===== config.mk =====
export PLATFORM = sky130hd
export DESIGN_NAME = native_in_port_flat
export DESIGN_NICKNAME = d
export VERILOG_FILES = /design/src/rtl/native_port_pkg.sv /design/src/rtl/native_in_port_if.sv /design/src/rtl/native_in_edge.sv /design/src/rtl/native_in_port.sv /design/src/flat_wrapper.sv
export SDC_FILE = /design/constraint.sdc
export NUM_CORES = 1
export LEC_CHECK = 0
export BUFFER_PORTS_ARGS = -buffer_cell sky130_fd_sc_hd__clkbuf_2
export CAP_MARGIN = 20
export CORE_MARGIN = 2
export CORE_UTILIZATION = 45
export DETAILED_ROUTE_END_ITERATION = 10
export GPL_TIMING_DRIVEN = 0
export PLACE_DENSITY = 0.79
export REMOVE_ABC_BUFFERS = 1
export SLEW_MARGIN = 30
export SYNTH_ARGS = -nofsm -noshare
export SYNTH_HDL_FRONTEND = slang
export SYNTH_SLANG_ARGS = --single-unit

===== constraint.sdc =====
create_clock -name clock -period 7.1 [get_ports clock]
set_input_delay 0.71 -clock clock [delete_from_list [all_inputs] [get_ports clock]]
set_output_delay 0.71 -clock clock [all_outputs]
set_load 0.005 [all_outputs]

===== src/rtl/native_port_pkg.sv =====
// Shared types and constants for the native video ports.
package native_port_pkg;

  localparam int unsigned CNT_W = 16;

  localparam string MODE_ONCE = "ONCE";
  localparam string MODE_LINE = "LINE";

  typedef logic [CNT_W-1:0] cnt_t;

  typedef enum logic [1:0] {
    ST_IDLE   = 2'd0,
    ST_ACTIVE = 2'd1,
    ST_BLANK  = 2'd2,
    ST_DROP   = 2'd3
  } state_t;

  // Increment that sticks at all-ones instead of wrapping.
  function automatic cnt_t sat_inc(input cnt_t v);
    return (v == '1) ? v : v + cnt_t'(1);
  endfunction

endpackage


===== src/rtl/native_in_port_if.sv =====
// Capture-side video timing plus the frame-buffer write FIFO strobe/data.
interface native_in_port_if #(
  parameter int unsigned DSIZE = 24
);

  logic             in_vsync;
  logic             in_hsync;
  logic             in_de;
  logic [DSIZE-1:0] in_data;
  logic             wr_full;
  logic             wr_en;
  logic [DSIZE-1:0] wr_data;

  // Video source and FIFO side.
  modport master (
    output in_vsync, in_hsync, in_de, in_data, wr_full,
    input  wr_en, wr_data
  );

  // Ingress port side.
  modport slave (
    input  in_vsync, in_hsync, in_de, in_data, wr_full,
    output wr_en, wr_data
  );

endinterface


===== src/rtl/native_in_edge.sv =====
// Registered edge detector: one flop of history, combinational rise/fall.
module native_in_edge (
  input  logic clock,
  input  logic rst_n,
  input  logic d,
  output logic rise_c,
  output logic fall_c
);

  logic d_q;

  // Previous-cycle copy of the input.
  always_ff @(posedge clock or negedge rst_n) begin
    if (!rst_n) d_q <= 1'b0;
    else        d_q <= d;
  end

  assign rise_c = ~d_q & d;
  assign fall_c = d_q & ~d;

endmodule


===== src/rtl/native_in_port.sv =====
// Write-side video ingress: native timing in, FIFO writes and alignment
// pulses out, with geometry checks and whole-frame drop on back-pressure.
// Optional statistics counters are built when NATIVE_IN_STATS_EN is defined.
module native_in_port
  import native_port_pkg::*;
#(
  parameter int unsigned DSIZE = 24,
  parameter string       MODE  = MODE_ONCE
) (
  input  logic              clock,
  input  logic              rst_n,
  input  cnt_t              vactive,
  input  cnt_t              hactive,
  native_in_port_if.slave   bus,
  output logic              falign,
  output logic              lalign,
  output logic              ealign,
  output logic              line_err,
  output logic              frame_err,
  output logic              overflow,
  output cnt_t              frame_cnt,
  output cnt_t              err_cnt
);

  localparam bit LINE_MODE = (MODE == MODE_LINE);

  state_t           state, state_nxt;
  cnt_t             pcnt, pcnt_nxt;
  cnt_t             lcnt, lcnt_nxt, lcnt_inc;
  logic             vs_fall, de_fall;
  logic             px_ok, px_drop;
  logic             wr_en_nxt, falign_nxt, lalign_nxt, ealign_nxt;
  logic             line_err_nxt, frame_err_nxt, overflow_nxt;
  logic [DSIZE-1:0] wr_data_q;
  logic             unused_vs_rise, unused_de_rise, unused_hsync;

  assign unused_hsync = bus.in_hsync;

  native_in_edge u_vs_edge (
    .clock  (clock),
    .rst_n  (rst_n),
    .d      (bus.in_vsync),
    .rise_c (unused_vs_rise),
    .fall_c (vs_fall)
  );

  native_in_edge u_de_edge (
    .clock  (clock),
    .rst_n  (rst_n),
    .d      (bus.in_de),
    .rise_c (unused_de_rise),
    .fall_c (de_fall)
  );

  // Pixel accept/drop and line/pixel counter next values; the line closes
  // before a coincident frame start clears the line count.
  always_comb begin
    px_ok    = (state == ST_ACTIVE) && bus.in_de && !bus.wr_full;
    px_drop  = (state == ST_ACTIVE) && bus.in_de && bus.wr_full;
    lcnt_inc = lcnt;
    if (de_fall && ((state == ST_ACTIVE) || (state == ST_DROP))) begin
      if (vactive == '0)       lcnt_inc = sat_inc(lcnt);
      else if (lcnt < vactive) lcnt_inc = lcnt + cnt_t'(1);
    end
    lcnt_nxt = vs_fall ? '0 : lcnt_inc;
    pcnt_nxt = (vs_fall || de_fall) ? '0 : pcnt;
    if (bus.in_de) pcnt_nxt = sat_inc(pcnt_nxt);
  end

  // FSM state register.
  always_ff @(posedge clock or negedge rst_n) begin
    if (!rst_n) state <= ST_IDLE;
    else        state <= state_nxt;
  end

  // FSM next state: a frame start always re-enters ACTIVE.
  always_comb begin
    state_nxt = state;
    case (state)
      ST_IDLE:   if (vs_fall) state_nxt = ST_ACTIVE;
      ST_ACTIVE: begin
        if (vs_fall)      state_nxt = ST_ACTIVE;
        else if (px_drop) state_nxt = ST_DROP;
        else if (de_fall && (vactive != '0) && (lcnt_inc == vactive))
          state_nxt = ST_BLANK;
      end
      ST_BLANK:  if (vs_fall) state_nxt = ST_ACTIVE;
      ST_DROP:   if (vs_fall) state_nxt = ST_ACTIVE;
      default:   state_nxt = ST_IDLE;
    endcase
  end

  // FSM outputs: next values of the registered strobes and flags.
  always_comb begin
    wr_en_nxt     = px_ok;
    falign_nxt    = vs_fall;
    lalign_nxt    = LINE_MODE && de_fall && (state == ST_ACTIVE);
    ealign_nxt    = de_fall && (state == ST_ACTIVE) && (vactive != '0) &&
                    (lcnt_inc == vactive);
    line_err_nxt  = de_fall && (state != ST_IDLE) && (pcnt != hactive);
    frame_err_nxt = vs_fall && (state != ST_IDLE) && (lcnt_inc != vactive);
    overflow_nxt  = overflow;
    if (vs_fall) overflow_nxt = 1'b0;
    if (px_drop) overflow_nxt = 1'b1;
  end

  // Per-line pixel count and per-frame line count.
  always_ff @(posedge clock or negedge rst_n) begin
    if (!rst_n) begin
      pcnt <= '0;
      lcnt <= '0;
    end else begin
      pcnt <= pcnt_nxt;
      lcnt <= lcnt_nxt;
    end
  end

  // Output registers; write data only updates on an accepted pixel.
  always_ff @(posedge clock or negedge rst_n) begin
    if (!rst_n) begin
      bus.wr_en <= 1'b0;
      wr_data_q <= '0;
      falign    <= 1'b0;
      lalign    <= 1'b0;
      ealign    <= 1'b0;
      line_err  <= 1'b0;
      frame_err <= 1'b0;
      overflow  <= 1'b0;
    end else begin
      bus.wr_en <= wr_en_nxt;
      if (px_ok) wr_data_q <= bus.in_data;
      falign    <= falign_nxt;
      lalign    <= lalign_nxt;
      ealign    <= ealign_nxt;
      line_err  <= line_err_nxt;
      frame_err <= frame_err_nxt;
      overflow  <= overflow_nxt;
    end
  end

  assign bus.wr_data = wr_data_q;

`ifdef NATIVE_IN_STATS_EN
  logic drop_entry;
  assign drop_entry = (state == ST_ACTIVE) && (state_nxt == ST_DROP);

  // Frame count wraps; error count saturates.
  always_ff @(posedge clock or negedge rst_n) begin
    if (!rst_n) begin
      frame_cnt <= '0;
      err_cnt   <= '0;
    end else begin
      if (falign_nxt) frame_cnt <= frame_cnt + cnt_t'(1);
      if (line_err_nxt || frame_err_nxt || drop_entry)
        err_cnt <= sat_inc(err_cnt);
    end
  end
`else
  assign frame_cnt = '0;
  assign err_cnt   = '0;
`endif

endmodule


===== src/flat_wrapper.sv =====
// flat-port wrapper written by rule: the top's interface ports become plain ports
module native_in_port_flat import native_port_pkg::*;
#(
  parameter int unsigned DSIZE = 24,
  parameter string       MODE  = MODE_ONCE
)
  (clock, rst_n, vactive, hactive, falign, lalign, ealign, line_err, frame_err, overflow, frame_cnt, err_cnt, bus_in_vsync, bus_in_hsync, bus_in_de, bus_in_data, bus_wr_full, bus_wr_en, bus_wr_data);
  native_in_port_if #(.DSIZE(DSIZE)) bus_i ();
  input  logic clock;
  input  logic rst_n;
  input  cnt_t vactive;
  input  cnt_t hactive;
  output logic falign;
  output logic lalign;
  output logic ealign;
  output logic line_err;
  output logic frame_err;
  output logic overflow;
  output cnt_t frame_cnt;
  output cnt_t err_cnt;
  input wire logic [$bits(bus_i.in_vsync)-1:0] bus_in_vsync;
  input wire logic [$bits(bus_i.in_hsync)-1:0] bus_in_hsync;
  input wire logic [$bits(bus_i.in_de)-1:0] bus_in_de;
  input wire logic [$bits(bus_i.in_data)-1:0] bus_in_data;
  input wire logic [$bits(bus_i.wr_full)-1:0] bus_wr_full;
  output wire logic [$bits(bus_i.wr_en)-1:0] bus_wr_en;
  output wire logic [$bits(bus_i.wr_data)-1:0] bus_wr_data;
  assign bus_i.in_vsync = bus_in_vsync;
  assign bus_i.in_hsync = bus_in_hsync;
  assign bus_i.in_de = bus_in_de;
  assign bus_i.in_data = bus_in_data;
  assign bus_i.wr_full = bus_wr_full;
  assign bus_wr_en = bus_i.wr_en;
  assign bus_wr_data = bus_i.wr_data;
  native_in_port #(.DSIZE(DSIZE), .MODE(MODE)) u_core (.clock(clock), .rst_n(rst_n), .vactive(vactive), .hactive(hactive), .bus(bus_i), .falign(falign), .lalign(lalign), .ealign(ealign), .line_err(line_err), .frame_err(frame_err), .overflow(overflow), .frame_cnt(frame_cnt), .err_cnt(err_cnt));
endmodule

# Word level (Yosys, flattened, before mapping)
# Cells that the tools add are included.
totals:
  out_inout_bits: 63
  register_bits: 66
  in_bits: 62
op_classes:
  n_bitwise: 4
  magnitude_cmp: 1
  n_eq_ne: 10
  reduce_logical: 23
  mux: 15
  add_sub_neg: 2
ops:
  columns: ["cell", "count"]
  rows:
  - ["$mux 16", 8]
  - ["$add 16x1->16 const B", 2]
  - ["$eq 16x16->1 const B", 2]
  - ["$ne 16x16->1", 2]
  - ["$eq 16x16->1", 1]
  - ["$logic_not 16->1", 1]
  - ["$lt 16x16->1", 1]
  - ["$reduce_bool 16->1", 1]
  - ["$logic_and 1x1->1", 13]
  - ["$mux 2", 4]
  - ["$eq 2x2->1 const B", 2]
  - ["$ne 4x2->1 const B", 1]
  - ["$pmux 2 s2", 1]
  - ["$reduce_bool 2->1", 2]
  - ["$reduce_or 3->1", 1]
  - ["$and 1x1->1", 2]
  - ["$eq 2x1->1 const B", 1]
  - ["$logic_not 2->1", 1]
  - ["$logic_or 1x1->1", 2]
  - ["$mux 1", 2]
  - ["$ne 2x1->1 const B", 1]
  - ["$not 1->1", 2]
  - ["$reduce_and 2->1", 1]
  - ["$logic_not 1->1", 1]

# Logic depth before layout (Yosys ltp)
# Gate-level depths: netlist (run 1).
depth:
  word_depth: 10
  mapped_depth: 13
  mapped_depth_nobuf: 11

# Hierarchy
# A second synthesis (run 1) with hierarchy kept.
hier_totals:
  cells_unflattened: 491
  area_unflattened_um2: 4559.4
modules_own_cells:
  columns: ["mod", "instances", "seq_area_each_um2", "area_each_um2", "cells_each"]
  rows:
  - ["native_in_port", 1, 1601.5, 4479.3, 485]
  - ["native_in_edge", 2, 25.0, 40.0, 3]

# Least setup slack after synthesis (run 1)
# OpenSTA, ideal clock, no wires.
synth_timing:
  kind: "in2reg"
  from: "in vactive[14]"
  to: "reg u_core.state[0]"
  path_stages: 12
  n_path_buf: 1
  arrival_time_ns: 3.302
  required_ns: 6.974
  path_slack_ns: 3.672
  setup_time_ns: 0.126
  path_cell_list: "buf_6 -> inv_1 -> ha_1 -> and4_1 -> and3_1 -> a221o_1 -> o31ai_4 -> nand4_1 -> xnor2_1 -> and4bb_1 -> nand4b_1 -> o32a_1"
synth_via:
  elab_chain_len: 8
synth_lines:
  columns: ["element", "line", "text"]
  rows:
  - ["from (decl)", "flat_wrapper.sv:11", "input cnt_t vactive;"]
  - ["$lt 16x16->1", "native_in_port.sv:63", "else if (lcnt < vactive) lcnt_inc = lcnt + cnt_t'(1);"]
  - ["$mux 16", "native_in_port.sv:63", null]
  - ["$mux 16", "native_in_port.sv:62", "if (vactive == '0) lcnt_inc = sat_inc(lcnt);"]
  - ["$mux 16", "native_in_port.sv:61", "if (de_fall && ((state == ST_ACTIVE) || (state == ST_DROP))) begin"]
  - ["$eq 16x16->1", "native_in_port.sv:84", "else if (de_fall && (vactive != '0) && (lcnt_inc == vactive))"]
  - ["$logic_and 1x1->1 (*)", "native_in_port.sv:84", null]
  - ["$ne 4x2->1 (no source line) (*)", null, null]
  - ["$reduce_and 2->1 (no source line) (*)", null, null]
  - ["to (signal assigned)", "native_in_port.sv:73", "else state <= state_nxt;"]
  - ["to (decl)", "native_in_port.sv:27", "state_t state, state_nxt;"]
# Every way passes the cells marked *; elsewhere a longest branch is shown, timed or not.
# A chain may end at the register's enable or synchronous reset.

# Worst setup path after layout (run 1)
layout_timing:
  from: "in vactive[7]"
  to: "reg u_core.state[0]"
# Same word-level chain as after synthesis.

==> reports/qor.txt, run 1 <==
critical path fanouts, max = 12
Synth-to-Final Area Change = 12.7%
yosys warns = 0
crit share post-route = 55.9%
Reg clk slew, reported paths = 0.08 ns
wire length per cell = 17.3 microns
Worst EP required = 7.33 ns
worst slew pin tran = 0.912 ns
first-pass GRT wire length = 20300 microns
clk sinks = 66
vias in the first global route = 4031
final hold vios = 0
Ant. Diodes = 0
worst rel slew slack = 39.0%
sequential fraction of the synthesis area = 34.0%
Tot Pwr = 1.00 mW
DRC Markers = 0
DR iter-0 viols = 485
endpoints failing setup = 0
top-count cell post-synth = dfrtp_1
die extent in x = 108 microns
CP startpoint kind = input pin
post_cts resized = 0
gpl congestion = 0.979
Vias = 4295
Critical Path Sink Type = flop
FF+latch count, synth = 66
Hold Path Class = input pin to asynchronous set/reset pin
ys flop type = dfrtp_1
asr flop ratio synth = 100%
Num CTS Buffers = 9
Core Area = 10400 sq um
CTS tree = built
fin nets = 678
router iterations before antenna repair = 7
vias per cell = 5.80
VDD IR max = 118 uV
Routed WL = 12800 microns
Fillers = 963
Util after Layout = 52.6%
die height = 108 microns
Hold Buf Count CTS = 0
clk_lat worst skew = 0.36 ns
initial antenna violation count = 0
hpwl dp = 9890 microns
CP Class = input pin to flop
row count = 37
CTS root buf = clkbuf_8
postcts setup bufs = 0
Synth Cell Area = 4860 sq um
Synth area leaders = dfrtp_1 34%, xnor2_1 6.9%, mux2_2 5.8%
post-synth cell types = 74
Starting Density = 46.6%
antenna viol nets, final = 0
min Tclk post-route = 3.97 ns
RSZ-0062 raised after global routing = no
die area = 11600 sq um
deepest clock path buffer count = 2
largest net degree at the start of global routing = 47
Max Slew Vio Count = 0
average size of a mapped cell = 9.40 sq um
Post-synth EDFFs = 0
maximum clock frequency = 252 MHz
Fin Clk Skew = 0.0179 ns
Mapped Cells = 517
status = completed
IO Port Bufs = 90
P_leak = 2.45 nW
htree depth = 3
post-synth top area cell = dfrtp_1
Cell Pwr Density = 183 nW/um^2
top cell type's share of synthesized area = 34.0%
layout cells sized above 1 = 27.3%
Worst EP arrival = 4.20 ns
num ports = 125
GRT Resource Usage Total = 22.1%
worst slack at placement = 2.92 ns
final worst slack = 3.13 ns
synth cell count leaders = 66 x dfrtp_1, 42 x nor2_1, 38 x xnor2_1
Fin Setup TNS = 0 ns
GRT overflow = 0
max-cap violation count = 0
## flip-flops by register name, summed over array words and instances (netlist names)
| register | cells |
|---|---|
| u_core.u_de_edge.d_q | 1 |
| u_core.ealign | 1 |
| u_core.u_vs_edge.d_q | 1 |
| u_core.bus.wr_data | 24 |
| u_core.frame_err | 1 |
| u_core.line_err | 1 |
| u_core.state | 2 |
| u_core.bus.wr_en | 1 |
| u_core.lcnt | 16 |
| u_core.overflow | 1 |
| u_core.falign | 1 |
| u_core.pcnt | 16 |
## routing by layer
| metal | routed length, microns | GRT usage [%] | vias up |
|---|---|---|---|
| met5 | 0 | 0 | - |
| met4 | 235 | 7.51 | 0 |
| met2 | 6240 | 37.0 | 221 |
| met3 | 857 | 3.81 | 29 |
| li1 | - | - | 1971 |
| met1 | 5510 | 28.8 | 2074 |
## worst paths after layout
kind,start,to,slack (ns),cells past startpoint
setup / recovery,vactive[7],u_core.state[0],3.13,10
hold / removal,rst_n,u_core.bus.wr_data[14],0.27,1
setup reg to reg,u_core.lcnt[15],u_core.state[0],3.30,10
hold reg to reg,u_core.bus.wr_data[12],u_core.bus.wr_data[12],0.51,1
max in group asynchronous,rst_n,u_core.lcnt[3],6.31,2
min in group clock,bus_in_vsync,u_core.u_vs_edge.d_q,0.51,1
## placed cells by master, fill, tap and decap left out, types with 3 or more instances in the layout
cell type | synthesis | layout
nor3_1 | 18 | 17
dfrtp_1 | 66 | 66
a31oi_1 | 5 | 5
clkbuf_2 | 0 | 89
a311oi_1 | 4 | 4
inv_1 | 25 | 25
and4_1 | 6 | 6
or4_1 | 3 | 3
xnor2_1 | 38 | 38
or3_1 | 7 | 7
and3_1 | 8 | 8
o211ai_1 | 5 | 5
a21o_1 | 4 | 4
a211oi_1 | 4 | 4
and2_1 | 3 | 3
nand4_1 | 20 | 20
nand2_1 | 30 | 30
xor2_1 | 15 | 15
o21ai_0 | 16 | 16
a21oi_1 | 11 | 11
nor3_2 | 2 | 3
nand3_1 | 13 | 13
mux2i_1 | 4 | 4
nor4_2 | 3 | 3
clkbuf_8 | 1 | 9
mux2_2 | 25 | 25
o22ai_1 | 4 | 4
a22oi_1 | 3 | 3
nor2_1 | 42 | 42
nor4_4 | 4 | 4
ha_1 | 17 | 17
nor4_1 | 5 | 5
conb_1 | 1 | 33
nand2b_1 | 4 | 4
## cell type report
class,instances,area (sq um),share of cell area [%]
clock buffers,9,124,2.26
flip-flops and latches,66,1650,30.2
repair buffers,94,507,9.25
multi-input cells,403,2860,52.1
inverters,25,93.8,1.71
clock inverters,7,75.1,1.37
well taps,136,170,3.11
## stage by stage
step,hold WS [ns],std cells,cell area (sq um)
floorplan,0.414,494,4590
global placement,0.488,720,5220
detailed placement,0.495,724,5280
CTS,0.269,740,5480
global route,0.285,740,5480
finish,0.267,740,5480
## cells by family after synthesis
group / synth area share, %
XOR/XNOR: 9.55
multiplexers: 6.62
adder cells (fa/ha/maj): 4.38
AO/OA/AOI/OAI: 11.8
AND/OR/NAND/NOR: 23.7
other: 0.0772
flip-flops: 34.0
buffers and inverters: 9.84
## critical path, cell delays in order
cell      delay, ns
clkbuf_2       0.14
nor4_2         0.38
nand4_2        0.25
nor2_1         0.76
a31oi_1        0.30
nor2_1         0.55
a311oi_1       0.27
nor4_4         0.28
nand4b_1       0.19
o32a_1         0.35
## where the power goes
| group | switching [mW] | internal, mW |
|---|---|---|
| Clock | 0.162 | 0.165 |
| Sequential | 0.0340 | 0.420 |
| Combinational | 0.115 | 0.108 |
| Total | 0.311 | 0.693 |
Note: power is estimated with default switching activity, not from simulation.
==> inputs of run 2 (changes only) <==
--- a/config.mk
+++ b/config.mk
@@ -11,7 +11,7 @@
 export CORE_UTILIZATION = 45
 export DETAILED_ROUTE_END_ITERATION = 10
 export GPL_TIMING_DRIVEN = 0
-export PLACE_DENSITY = 0.79
+export PLACE_DENSITY = 0.81
 export REMOVE_ABC_BUFFERS = 1
 export SLEW_MARGIN = 30
 export SYNTH_ARGS = -nofsm -noshare
==> constraint.sdc (replaced) <==
create_clock -name clock -period 3.5 [get_ports clock]
set_input_delay 0.35 -clock clock [delete_from_list [all_inputs] [get_ports clock]]
set_output_delay 0.35 -clock clock [all_outputs]
set_load 0.005 [all_outputs]
==> run 2 against run 1 <==
Total power rose by 120%. Flip-flop and latch count did not move. Clock power rose by 150%. Global-route usage fell by 0.28 points. Core utilization rose by 1.2 points. Non-clock buffer count rose by 5. Final area rose by 2.3%. Clock skew fell by 0.0098 ns. Die area did not move. Sequential share of layout area fell by 0.63 points. Register-to-register slack got worse by 3.2 ns. Hold slack got worse by 0.14 ns. Largest cell class unchanged. Largest power group unchanged. Highest routed layer unchanged.
==> reports/qor.txt, run 2 (synthesis results as in run 1) <==
clk_lat worst skew = 0.35 ns (about the same)
Synth-to-Final Area Change = 15.3%
row count = 37 (unchanged)
CTS tree = built
Routed WL = 12600 microns (-1.9%)
Hold Path Class = input pin to flop
DR iter-0 viols = 392 (-19%)
vias per cell = 5.74 (-1.1%)
sw power = 0.625 mW (+100%)
CTS root buf = clkbuf_8
IO Port Bufs = 90 (unchanged)
Sw Share = 28.7% (-2.3 points)
number of standard cells in the final layout excluding fillers = 745 (+0.68%)
area occupied by multi-input gates = 2890 sq um (+1.3%)
CP startpoint kind = flop
FF+latch area = 1650 sq um (+0.15%)
most frequent cells in the layout = 89 x clkbuf_2, 64 x dfrtp_1, 40 x nor2_1, 37 x xnor2_1, 33 x conb_1
status = completed
Cell Pwr Density = 389 nW/um^2 (+110%)
sequential power share = 42.3% (-2.9 points)
largest net degree at the start of global routing = 44 (-6.4%)
layout cells sized above 1 = 28.7% (+1.4 points)
worst rel slew slack = 56.9% (+18 points)
fin nets = 683 (+0.74%)
commonest non-fill, non-tap cell in the layout = clkbuf_2
worst slack at placement = -0.237 ns (-3.16 ns)
CP Class = flop to flop
Reg clk slew, reported paths = 0.08 ns (about the same)
deepest clock path buffer count = 2 (unchanged)
VDD IR max = 265 uV (+120%)
die height = 108 microns (unchanged)
htree depth = 3 (unchanged)
die area = 11600 sq um (unchanged)
Core Area = 10400 sq um (unchanged)
Num CTS Buffers = 9 (unchanged)
Starting Density = 46.6% (unchanged)
vias in the first global route = 3929 (-2.5%)
worst slew pin tran = 0.637 ns (-0.275 ns)
P_leak = 2.50 nW (+1.8%)
die extent in x = 108 microns (unchanged)
Vias = 4277 (-0.42%)
wire length per cell = 16.9 microns (-2.5%)
hpwl dp = 9760 microns (-1.4%)
Int Power = 1.56 mW (+120%)
antenna viol nets, final = 0 (unchanged)
router iterations before antenna repair = 6 (-1)
min Tclk post-route = 3.42 ns
Ant. Diodes = 0 (unchanged)
Fillers = 927 (-3.7%)
maximum clock frequency = 293 MHz
initial antenna violation count = 0 (unchanged)
GRT Resource Usage Total = 21.8% (-0.28 points)
clk sinks = 66 (unchanged)
post-route cell area = 5600 sq um (+2.3%)
Worst EP arrival = 3.65 ns (-0.55 ns)
Critical Path Sink Type = flop
endpoints failing setup = 0 (unchanged)
critical path fanouts, max = 10 (-2)
Clock power frac = 36.7% (+4.2 points)
first-pass GRT wire length = 20000 microns (-1.7%)
Worst EP required = 3.73 ns (-3.60 ns)
num ports = 125 (unchanged)
max-cap violation count = 0 (unchanged)
final worst slack = 0.0821 ns (-3.05 ns)
Logic pwr share = 21.0% (-1.3 points)
max reg flops = 24 (unchanged)
Max Slew Vio Count = 0 (unchanged)
placed inst area = 5280 sq um (about the same)
GRT overflow = 0 (unchanged)
gpl congestion = 1.02 (+4.0%)
Fin Clk Skew = 0.00815 ns (-0.00976 ns)
DRC Markers = 0 (unchanged)
placed cells = 724 (unchanged)
crit share post-route = 97.7%
final hold vios = 0 (unchanged)
==> run 2: cell types whose count changed in the layout (fill, tap and decap cells not counted), sizes merged <==
cell,before,now
buf,4,8
clkinv,4,1
bufinv,1,3
clkinvlp,0,1
dlygate4sd3,0,1
==> run 2: metrics by stage <==
stage | TNS [ns] | hold WS, ns | util, % | power, mW
floorplan | 0 | 0.0544 | - | 1.17
global placement | -6.39 | 0.477 | 50.1 | 1.36
detailed placement | -0.426 | 0.297 | 50.6 | 1.38
CTS | 0 | 0.129 | 53.2 | 2.18
global route | -0.0998 | 0.129 | 53.8 | 2.28
finish | 0 | 0.128 | 53.8 | 2.18
==> run 2: area by class of cell <==
type / instances / share of cell area (%)
clock buffers: 9 / 2.21
clock inverters: 7 / 2.21
inverters: 25 / 1.67
multi-input cells: 403 / 51.7
flip-flops and latches: 66 / 29.5
well taps: 136 / 3.04
repair buffers: 99 / 9.69
==> run 2: what timing repair did <==
item / CTS / global route
hold buffers: 1 / 0
pin swaps: 1 / 4
endpoints found under the setup margin: 1 / 4
resized for setup: 2 / 6
buffers inserted: 1 / 3
gates cloned: 0 / 0
hold endpoints to repair: 23 / 0
==> run 2: critical path: stages, from the launching register on <==
cell	delay, ns
dfrtp_2	0.49
ha_1	0.37
and4_1	0.26
and3_1	0.23
a221o_1	0.42
o31ai_4	0.31
nand4_1	0.21
xnor2_2	0.25
and4bb_1	0.24
nand4b_1	0.14
o32a_1	0.37
==> run 2: final timing paths <==
check	startpoint	to	slack, ns	cells past startpoint
worst max-delay path	u_core.lcnt[15]	u_core.state[0]	0.08	10
worst max register to register	u_core.lcnt[15]	u_core.state[0]	0.08	10
min in group asynchronous	rst_n	u_core.bus.wr_data[6]	0.47	2
worst min register to register	u_core.bus.wr_data[19]	u_core.bus.wr_data[19]	0.51	1
max in group asynchronous	rst_n	u_core.lcnt[14]	2.48	3
worst min-delay path	bus_in_vsync	u_core.u_vs_edge.d_q	0.13	1
==> run 2: per-layer routing <==
| metal | global-route usage [%] | routed length, microns |
|---|---|---|
| met5 | 0 | 0 |
| met4 | 7.60 | 349 |
| met3 | 4.54 | 1020 |
| met2 | 36.0 | 6050 |
| met1 | 28.3 | 5180 |
==> run 2: power groups by stage <==
stage	sequential (mW)	combinational (mW)	clock, mW
after floorplan	0.932	0.235	0
after global placement	0.928	0.430	0
after detailed placement	0.937	0.448	0
after CTS	0.922	0.453	0.804
after global routing	0.933	0.510	0.840
final	0.922	0.459	0.800
==> inputs of run 3 (changes only) <==
--- a/config.mk
+++ b/config.mk
@@ -7,6 +7,7 @@
 export LEC_CHECK = 0
 export BUFFER_PORTS_ARGS = -buffer_cell sky130_fd_sc_hd__clkbuf_2
 export CAP_MARGIN = 20
+export CORE_ASPECT_RATIO = 1.2
 export CORE_MARGIN = 2
 export CORE_UTILIZATION = 45
 export DETAILED_ROUTE_END_ITERATION = 10
==> run 3 against run 2 <==
Hold slack better by 0.052 ns. Global-route usage is 0.22 points lower. Via count is 0.87% lower. Highest routed layer unchanged.
==> reports/qor.txt, run 3 (synthesis results as in run 1) <==
Critical Path Sink Type = flop
fin nets = 680 (-0.44%)
GRT Resource Usage Total = 21.6% (-0.22 points)
worst rel slew slack = 40.8% (-16 points)
die area = 11600 sq um (about the same)
number of standard cells in the final layout excluding fillers = 735 (-1.3%)
P_leak = 2.51 nW (+0.47%)
vias in the first global route = 4067 (+3.5%)
Fin Clk Skew = 0.00727 ns (-0.000880 ns)
maximum clock frequency = 299 MHz (+2.2%)
gpl congestion = 0.996 (-2.2%)
Starting Density = 46.2% (-0.44 points)
wire length per cell = 17.1 microns (+1.3%)
CTS root buf = clkbuf_16
FF+latch area = 1650 sq um (unchanged)
CTS tree = built
vias per cell = 5.77 (+0.48%)
worst slew pin tran = 0.885 ns (+0.247 ns)
final hold vios = 0 (unchanged)
Cell Pwr Density = 405 nW/um^2 (+4.1%)
min Tclk post-route = 3.35 ns (-0.0727 ns)
Max Slew Vio Count = 0 (unchanged)
CP Class = flop to flop
Ant. Diodes = 0 (unchanged)
endpoints failing setup = 0 (unchanged)
Tot Pwr = 2.29 mW (+4.8%)
antenna viol nets, final = 0 (unchanged)
DR iter-0 viols = 264 (-33%)
Reg clk slew, reported paths = 0.06 ns (-0.02 ns)
Core Area = 10500 sq um (+0.96%)
layout cells sized above 1 = 28.7% (about the same)
VDD IR max = 207 uV (-22%)
largest net degree at the start of global routing = 47 (+6.8%)
crit share post-route = 95.6% (-2.1 points)
row count = 41 (+11%)
hpwl dp = 9800 microns (+0.43%)
area occupied by multi-input gates = 2910 sq um (+0.65%)
num ports = 125 (unchanged)
Vias = 4240 (-0.87%)
GRT overflow = 0 (unchanged)
Worst EP arrival = 3.56 ns (-0.09 ns)
Routed WL = 12600 microns (about the same)
clk sinks = 66 (unchanged)
router iterations before antenna repair = 5 (-1)
Fin Setup TNS = 0 ns (unchanged)
max reg flops = 24 (unchanged)
status = completed
first-pass GRT wire length = 20100 microns (+0.52%)
Hold Path Class = input pin to flop
commonest non-fill, non-tap cell in the layout = clkbuf_2
Util after Layout = 53.6% (-0.14 points)
deepest clock path buffer count = 2 (unchanged)
die height = 118 microns (+9.2%)
critical path fanouts, max = 11 (+1)
placed cells = 716 (-1.1%)
Synth-to-Final Area Change = 16.1%
Num CTS Buffers = 9 (unchanged)
most frequent cells in the layout = 89 x clkbuf_2, 64 x dfrtp_1, 40 x nor2_1, 37 x xnor2_1, 33 x conb_1
DRC Markers = 0 (unchanged)
die extent in x = 98.9 microns (-8.4%)
CP startpoint kind = flop
max-cap violation count = 0 (unchanged)
htree depth = 3 (unchanged)
initial antenna violation count = 0 (unchanged)
Worst EP required = 3.72 ns (about the same)
Fillers = 953 (+2.8%)
clk_lat worst skew = 0.33 ns (-0.02 ns)
IO Port Bufs = 90 (unchanged)
## run 3: cell types whose count changed in the layout (fill, tap and decap cells not counted), moves of 2 or more
cell / previous run / this run
inv_6: 2 / 0
clkbuf_8: 9 / 2
bufinv_16: 3 / 1
buf_6: 2 / 0
clkbuf_16: 0 / 9
## run 3: final timing paths
path,start,to,slack (ns),cells past startpoint
min in group asynchronous,rst_n,u_core.pcnt[1],0.48,2
min reg2reg,u_core.bus.wr_data[15],u_core.bus.wr_data[15],0.50,1
max,u_core.lcnt[14],u_core.state[0],0.15,10
max reg2reg,u_core.lcnt[14],u_core.state[0],0.15,10
max in group asynchronous,rst_n,u_core.lcnt[14],2.46,3
min,bus_in_vsync,u_core.u_vs_edge.d_q,0.18,1
## run 3: cell type report
class,count,area share [%]
multi-input cells,403,51.6
clock buffers,12,4.55
clock inverters,4,0.887
flip-flops and latches,66,29.3
repair buffers,96,9.09
well taps,129,2.86
inverters,25,1.66
## run 3: layer usage
layer	wire length (microns)	track usage (%)	share of wire, %	vias to the layer above
met1	5130	27.1	41	1990
met5	0	0	0	-
met3	1050	4.63	8.3	33
met2	6020	35.8	48	235
li1	-	-	-	1982
met4	386	8.65	3.1	0
## run 3: through the flow
stage / worst slack (ns) / hold slack (ns) / area (sq um)
after floorplan: 0.279 / 0.0544 / 4590
after global placement: -0.936 / 0.478 / 5210
after detailed placement: -0.214 / 0.297 / 5260
after CTS: 0.0261 / 0.170 / 5580
after global routing: -0.00241 / 0.174 / 5640
final: 0.155 / 0.180 / 5640
## run 3: what timing repair did
action | CTS | global route
hold endpoints to repair | 20 | 0
pin swaps | 0 | 7
resized for setup | 3 | 8
hold buffers | 1 | 0
buffers inserted | 0 | 2
gates cloned | 0 | 0
setup endpoints to repair | 3 | 7
## run 3: report_power, final
group	internal, mW	switching [mW]
sequential	0.855	0.0697
clock	0.589	0.326
combinational	0.222	0.226
## run 3: critical path: stages, from the launching register on
cell and delay, ns:
dfrtp_2 0.50, ha_1 0.35, and4_1 0.22, and3_1 0.23, a221o_1 0.40, o31ai_4 0.35, nand4_1 0.24, xnor2_2 0.22
and4bb_1 0.25, nand4b_1 0.12, o32a_1 0.35
